### config.mk
export PLATFORM = sky130hd
export DESIGN_NAME = fetch_unit
export DESIGN_NICKNAME = d
export VERILOG_FILES = /design/src/rtl/fetch_pkg.sv /design/src/rtl/fetch_fifo.sv /design/src/rtl/fetch_unit.sv
export SDC_FILE = /design/constraint.sdc
export NUM_CORES = 1
export LEC_CHECK = 0
export CAP_MARGIN = 15
export CORE_MARGIN = 5
export CORE_UTILIZATION = 35
export CTS_BUF_LIST = sky130_fd_sc_hd__clkbuf_2
export DETAILED_ROUTE_END_ITERATION = 8
export GPL_ROUTABILITY_DRIVEN = 0
export MAX_ROUTING_LAYER = met4
export PLACE_DENSITY_LB_ADDON = 0.15
export SKIP_CTS_REPAIR_TIMING = 1
export SYNTH_ARGS = -nofsm -noshare
export SYNTH_HDL_FRONTEND = slang
export SYNTH_HIERARCHICAL = 1
export SYNTH_SLANG_ARGS = --single-unit
### constraint.sdc
create_clock -name clk -period 12.5 [get_ports clk]
set_input_delay 1.25 -clock clk [delete_from_list [all_inputs] [get_ports clk]]
set_output_delay 1.25 -clock clk [all_outputs]
set_load 0.05 [all_outputs]
### src/rtl/fetch_pkg.sv
// Shared definitions for the instruction fetch stage: default sizes,
// the queued entry layout, and the NOP that IF/ID inserts on a flush.
package fetch_pkg;

   localparam int FETCH_DEPTH  = 4;
   localparam int FETCH_ADDR_W = 32;
   localparam int FETCH_INST_W = 32;

   localparam logic [FETCH_ADDR_W-1:0] FETCH_RESET_PC = '0;

   // addi x0, x0, 0 -- what IF/ID substitutes when it drops a flushed head
   localparam logic [FETCH_INST_W-1:0] FETCH_NOP = 32'h0000_0013;

   // One prefetch queue slot: the instruction and the PC it was fetched from
   typedef struct packed {
      logic [FETCH_ADDR_W-1:0] pc;
      logic [FETCH_INST_W-1:0] inst;
   } fetch_entry_t;

   // Sequential fetch advances one word; the PC wraps from all-ones to zero
   function automatic logic [FETCH_ADDR_W-1:0] nextPc(input logic [FETCH_ADDR_W-1:0] pc);
      return pc + FETCH_ADDR_W'(1);
   endfunction

endpackage

### src/rtl/fetch_fifo.sv
// Prefetch queue: a small synchronous FIFO of fetch entries with a
// single-cycle flush used when the pipeline is redirected.
module fetch_fifo
   import fetch_pkg::*;
#(
   parameter int DEPTH = FETCH_DEPTH,
   parameter int CNT_W = $clog2(DEPTH) + 1
) (
   input  logic               clk,
   input  logic               rst_n,
   input  logic               i_push,
   input  logic               i_pop,
   input  logic               i_flush,
   input  fetch_entry_t       i_wrData,
   output fetch_entry_t       o_rdData,
   output logic [CNT_W-1:0]   o_count,
   output logic               o_empty,
   output logic               o_full
);

   localparam int PTR_W = $clog2(DEPTH);

   fetch_entry_t       r_mem [DEPTH];
   logic [PTR_W-1:0]   r_wrPtr;
   logic [PTR_W-1:0]   r_rdPtr;
   logic [CNT_W-1:0]   r_count;
   logic               w_doPop;

   assign w_doPop  = i_pop && !o_empty;
   assign o_rdData = r_mem[r_rdPtr];
   assign o_count  = r_count;
   assign o_empty  = (r_count == '0);
   assign o_full   = (r_count == CNT_W'(DEPTH));

   // Storage, pointers and occupancy; flush empties the queue without clearing slots
   always_ff @(posedge clk) begin
      if (!rst_n) begin
         r_wrPtr <= '0;
         r_rdPtr <= '0;
         r_count <= '0;
         for (int i = 0; i < DEPTH; i++) begin
            r_mem[i] <= '0;
         end
      end else if (i_flush) begin
         r_wrPtr <= '0;
         r_rdPtr <= '0;
         r_count <= '0;
      end else begin
         if (i_push) begin
            r_mem[r_wrPtr] <= i_wrData;
            r_wrPtr        <= r_wrPtr + PTR_W'(1);
         end
         if (w_doPop) begin
            r_rdPtr <= r_rdPtr + PTR_W'(1);
         end
         case ({i_push, w_doPop})
            2'b10:   r_count <= r_count + CNT_W'(1);
            2'b01:   r_count <= r_count - CNT_W'(1);
            default: r_count <= r_count;
         endcase
      end
   end

   // The fetch credit scheme must never let a return land in a full queue
   always_ff @(posedge clk) begin
      if (rst_n && !i_flush) begin
         assert (!(i_push && o_full));
      end
   end

endmodule

### src/rtl/fetch_unit.sv
// Instruction fetch stage: owns the PC, issues one fetch per cycle while
// queue credit remains, captures the 1-cycle memory return into the
// prefetch queue, and squashes everything on a MEM-stage redirect.
module fetch_unit
   import fetch_pkg::*;
#(
   parameter int                DEPTH    = FETCH_DEPTH,
   parameter int                ADDR_W   = FETCH_ADDR_W,
   parameter int                INST_W   = FETCH_INST_W,
   parameter logic [ADDR_W-1:0] RESET_PC = ADDR_W'(FETCH_RESET_PC)
) (
   input  logic              clk,
   input  logic              rst_n,
   output logic              imem_req,
   output logic [ADDR_W-1:0] imem_addr,
   input  logic [INST_W-1:0] imem_inst,
   input  logic              redirect_valid,
   input  logic [ADDR_W-1:0] redirect_pc,
   output logic              out_valid,
   input  logic              out_ready,
   output logic [INST_W-1:0] out_inst,
   output logic [ADDR_W-1:0] out_pc
);

   localparam int CNT_W = $clog2(DEPTH) + 1;

   logic [ADDR_W-1:0]  r_fetchPc;
   logic               r_inflight;
   logic [ADDR_W-1:0]  r_inflightPc;

   logic [CNT_W-1:0]   w_count;
   logic               w_empty;
   logic               w_full;
   logic [CNT_W:0]     w_used;
   logic               w_credit;
   logic               w_issue;
   logic               w_push;
   logic               w_pop;
   fetch_entry_t       w_pushEntry;
   fetch_entry_t       w_head;

   // Queued entries plus the one still in memory must leave room for another
   assign w_used   = {1'b0, w_count} + (CNT_W+1)'(r_inflight);
   assign w_credit = !w_full && (w_used < (CNT_W+1)'(DEPTH));

   // Redirect owns the cycle: no request, no capture of the stale return, no pop
   assign w_issue  = rst_n && !redirect_valid && w_credit;
   assign w_push   = rst_n && !redirect_valid && r_inflight;
   assign w_pop    = out_valid && out_ready && !redirect_valid;

   assign imem_req  = w_issue;
   assign imem_addr = r_fetchPc;

   assign w_pushEntry.pc   = FETCH_ADDR_W'(r_inflightPc);
   assign w_pushEntry.inst = FETCH_INST_W'(imem_inst);

   assign out_valid = rst_n && !w_empty;
   assign out_inst  = out_valid ? INST_W'(w_head.inst) : '0;
   assign out_pc    = out_valid ? ADDR_W'(w_head.pc)   : '0;

   // PC and in-flight tracking; a redirect reloads the PC and forgets the pending return
   always_ff @(posedge clk) begin
      if (!rst_n) begin
         r_fetchPc    <= RESET_PC;
         r_inflight   <= 1'b0;
         r_inflightPc <= '0;
      end else if (redirect_valid) begin
         r_fetchPc    <= redirect_pc;
         r_inflight   <= 1'b0;
      end else begin
         r_inflight <= w_issue;
         if (w_issue) begin
            r_inflightPc <= r_fetchPc;
            r_fetchPc    <= ADDR_W'(nextPc(FETCH_ADDR_W'(r_fetchPc)));
         end
      end
   end

   fetch_fifo #(
      .DEPTH   (DEPTH),
      .CNT_W   (CNT_W)
   ) u_fifo (
      .clk      (clk),
      .rst_n    (rst_n),
      .i_push   (w_push),
      .i_pop    (w_pop),
      .i_flush  (redirect_valid),
      .i_wrData (w_pushEntry),
      .o_rdData (w_head),
      .o_count  (w_count),
      .o_empty  (w_empty),
      .o_full   (w_full)
   );

endmodule

==> Yosys cells after proc, flatten, opt, wreduce, memory -nomap -nowiden <==
Memory sizes are Yosys's and may differ from the RTL's. A register that Yosys moved wholly into a read port is not among the register bits.
Cells that the tools add are included.
{ "word_totals": {"mem_bits_rw": 256, "register_bits": 72, "memories": 1, "out_inout_bits": 98} }
{ "mem_list": {"columns": ["name", "depth", "width", "read_ports", "rd_clocked_by_memory_dff", "write_ports", "line_no", "text"], "rows": [
  ["u_fifo.r_mem", 4, 64, 1, 1, 4, "fetch_fifo.sv:23", "fetch_entry_t r_mem [DEPTH];"]
]} }
{ "op_classes": {"reduce_logical": 17, "eq_ne": 3, "addsub": 6, "order_cmp": 1, "bitwise_logic": 2, "n_mux": 15} }
{ "op_table": {"columns": ["operator", "n"], "rows": [
  ["$mux W32", 4],
  ["$mux W64", 1],
  ["$reduce_or A64 Y1", 1],
  ["$add A32 B1 Y32 const B", 1],
  ["$logic_and A1 B1 Y1", 8],
  ["$mux W1", 6],
  ["$mux W2", 3],
  ["$pmux W3 S2", 1],
  ["$add A2 B1 Y2 const B", 2],
  ["$add A3 B1 Y4", 1],
  ["$lt A4 B3 Y1 const B", 1],
  ["$reduce_bool A2 Y1", 2],
  ["$add A3 B1 Y3 const B", 1],
  ["$eq A3 B3 Y1 const B", 1],
  ["$logic_not A1 Y1", 3],
  ["$logic_not A3 Y1", 1],
  ["$sub A3 B1 Y3 const B", 1],
  ["$eq A2 B1 Y1 const B", 1],
  ["$eq A2 B2 Y1 const B", 1],
  ["$not A1 Y1", 2],
  ["$reduce_and A2 Y1", 1],
  ["$reduce_or A2 Y1", 1]
]} }

==> Longest topological paths before layout <==
{ "depth": {"ltp_word": 9, "depth_mapped": 11, "depth_no_buf": 10} }

==> By module <==
Netlist, hierarchy kept.
{ "modules_own_cells": {"columns": ["module", "cells_per_inst", "seq_area_each_um2", "instances", "area_each_um2"], "rows": [
  ["fetch_fifo", 669, 7867.5, 1, 11422.2],
  ["fetch_unit", 470, 1301.2, 1, 3599.7]
]} }

==> Least setup slack after synthesis <==
No wires, ideal clock.
{ "synth_path": {"path_kind": "input-to-reg", "start": "input port redirect_valid", "end": "memory u_fifo/r_mem[3][0] (netlist bit) (enable)", "slack_ps": 5240, "arrival_time_ps": 6678, "path_stages": 5, "cell_sequence": "inv_1 clkbuf_1 and3_1 nand2_1 o31ai_1"} }
{ "synth_rtl": {"columns": ["item", "line_no", "text"], "rows": [
  ["start: declaration", "fetch_unit.sv:17", "input logic redirect_valid,"],
  ["end: declaration", "fetch_fifo.sv:23", null]
]} }

==> metrics <==
H-tree levels 3; die area 0.0472 mm^2; Setup WS post-layout 7.23 ns; type of the worst setup path reg -> out; DP Cell Count 1786; row cnt 76; First DRT Iteration DRCs 472; fin crit share 0.421; Post-Syn Area 0.0150 mm^2; dominant cell by count in the synthesized netlist and2_1; Via density 4.84; clock buffer count from CTS 91; worst reg2reg endpoint u_fifo/o_count[2]$_SDFFE_PP0P_; Mapped Cells 1139; Worst-Margin Slew 1.20 ns; register area share after synthesis 0.610; Final nets 1404; ratio of cells with drive above 1 in the final layout 0.179; DRC 0; outcome finished, final reports clean; crit path time final 5.27 ns; TritonCTS clock tree yes; Hold Vio Cnt, Final 0; P&R area growth vs syn 19.5%; P_leak 6.42 nW; Ports 166; Worst Hold Class reg -> reg; synth top area cells edfxtp_1 51%, and2_1 13%, dfxtp_1 9.9%, mux4_2 9.6%, nand2_1 2.5%; Critical Path End Type output pin; Cell variety after synth 58; RSZ-0062 raised after global routing no; f_max 190 MHz; total wire length 37800 um; Hold Crit Start u_fifo/r_wrPtr[0]$_SDFFE_PP0P_; Initial Utilization 0.351; max-cap violations 0; Setup violations, final 0; number of flops mapped to enable cells by yosys 256; Longest Clk Path Bufs 3; die height 217 um; top-area cell type share of the netlist area 0.512; worst-skew pair later-pin latency 0.95 ns; initial antenna violation count 1; CP Launch Type flop; Filler Cells Inserted 4158; IO buf count 165; post-synth net total 1210; FF-to-FF Start u_fifo/o_count[0]$_SDFFE_PP0P_; Setup TNS 0 ns; synth warn 6; DRT Pass-1 Iters 4; main flop type after synthesis edfxtp_1; Crit Path Max Fanout 35; first-pass GRT wire length 59100 um; wire length per cell 19.3 um; Final Skew 0.0637 ns; pwr dens 120 mW/mm^2; pre-CTS WS 7.43 ns; Async SR Flop Fraction 0; via count 9472; overall power 0.00216 W; clock root buffer clkbuf_2; Max VDD drop 0.0593 mV; cell taking the most area after synthesis edfxtp_1; core box area 0.0428 mm^2; ANT nets after route 0; syn avg cell area 13.2 um^2; hold-critical path endpoint u_fifo/r_wrPtr[0]$_SDFFE_PP0P_; Slew Limit Fails 0; grt ovf 0; Register-to-Register Path Depth 10; post-synthesis register bit count 330; clk slew on worst S/H paths 0.10 ns; Non-Filler Instances 1956; synth cell count leaders 322 x and2_1, 256 x edfxtp_1, 101 x nand2_1; clock sink total 330; Tot GR Track Use 0.166; hold path cells 2; number of global-route vias before repair 10222; worst endpoint required time 11.25 ns; pin count of the biggest net entering global routing 66; die width 217 um; reg2reg setup slack 9.86 ns; DP HPWL 21000 um; slew margin rel. 0.197; crit path DAT 4.02 ns
-- through the flow --
stage	cell area, um^2	util	hold WS [ns]
2_1_floorplan	15000	-	0.453
3_3_place_gp	17100	0.399	0.466
3_5_place_dp	17100	0.399	0.472
4_1_cts	17900	0.419	0.492
5_1_grt	17900	0.419	0.524
6_report	17900	0.419	0.490
-- final cells by class --
cell class | count | area (um^2) | share of cell area
tap | 546 | 683 | 0.0381
timing repair buffer | 180 | 1760 | 0.0983
multi-input combinational | 716 | 5420 | 0.302
clock buffer | 130 | 651 | 0.0362
sequential | 330 | 9180 | 0.511
inverter | 14 | 52.6 | 0.00293
antenna | 2 | 5.00 | 0.000279
clock inverter | 38 | 201 | 0.0112
-- placed cells by master (no fill, tap or decap), types with 10 or more instances in the layout --
| master | count |
|---|---|
| and2_1 | 322 |
| edfxtp_1 | 256 |
| clkdlybuf4s50_1 | 165 |
| clkbuf_2 | 130 |
| nand2_1 | 100 |
| dfxtp_1 | 72 |
| mux4_2 | 64 |
| a21oi_1 | 60 |
| clkinv_1 | 28 |
| nor2_1 | 20 |
| nand3_1 | 18 |
| buf_4 | 15 |
| nand4_1 | 13 |
| inv_1 | 12 |
| o21ai_0 | 10 |
-- where the power goes --
| group | internal [W] | leakage, nW | switching [W] |
|---|---|---|---|
| Combinational | 0.0000543 | 2.51 | 0.0000878 |
| Sequential | 0.00121 | 3.26 | 0.0000235 |
| Clock | 0.000323 | 0.644 | 0.000460 |
| Total | 0.00159 | 6.42 | 0.000571 |
-- metal layers --
| metal | routed length (um) | up-vias | track usage | share of wire |
|---|---|---|---|---|
| met2 | 18200 | 242 | 0.265 | 0.48 |
| li1 | - | 4563 | - | - |
| met3 | 1810 | 50 | 0.0338 | 0.048 |
| met4 | 554 | 0 | 0.0506 | 0.015 |
| met1 | 17300 | 4617 | 0.217 | 0.46 |
| met5 | 0 | - | - | 0 |
-- how the worst max path moves through the flow --
stage,from,cells past startpoint,end,slack (ns)
4_1_cts,flop,4,out_pc[18],6.95
3_5_place_dp,rst_n,7,out_pc[15],7.43
5_1_grt,flop,4,out_inst[2],6.87
6_report,flop,4,out_pc[18],7.23
3_3_place_gp,rst_n,7,out_pc[15],7.46
2_1_floorplan,redirect_valid,5,u_fifo/r_mem[3][0]$_DFFE_PP_,5.24
-- flip-flops by register name (all words and copies together), names as in the netlist, named ones only --
signal          cells
u_fifo/r_rdPtr      2
u_fifo/r_mem      256
r_inflight          1
r_inflightPc       32
imem_addr          32
u_fifo/o_count      3
u_fifo/r_wrPtr      2
-- worst max-delay path, stage by stage (launching register included) --
cell	delay, ns
dfxtp_4	0.80
buf_4	0.71
mux4_2	0.64
and2_1	0.17
clkdlybuf4s50_1	0.70
-- kinds of logic (layout without fill, tap and decap cells) --
family                     Yosys count  count (layout)  share of synthesized area
other                                0               2                          0
and+or+nand+nor                    529             529                      0.206
xor gates and xnor gates            10              10                    0.00583
adders and majority gates            3               3                    0.00300
AOI/OAI and AO/OA                  104             104                     0.0416
DFF                                330             330                      0.610
muxes                               70              70                      0.100
buffers and inverters               93             362                     0.0328
No activity file was read; power rests on OpenSTA's default activity.
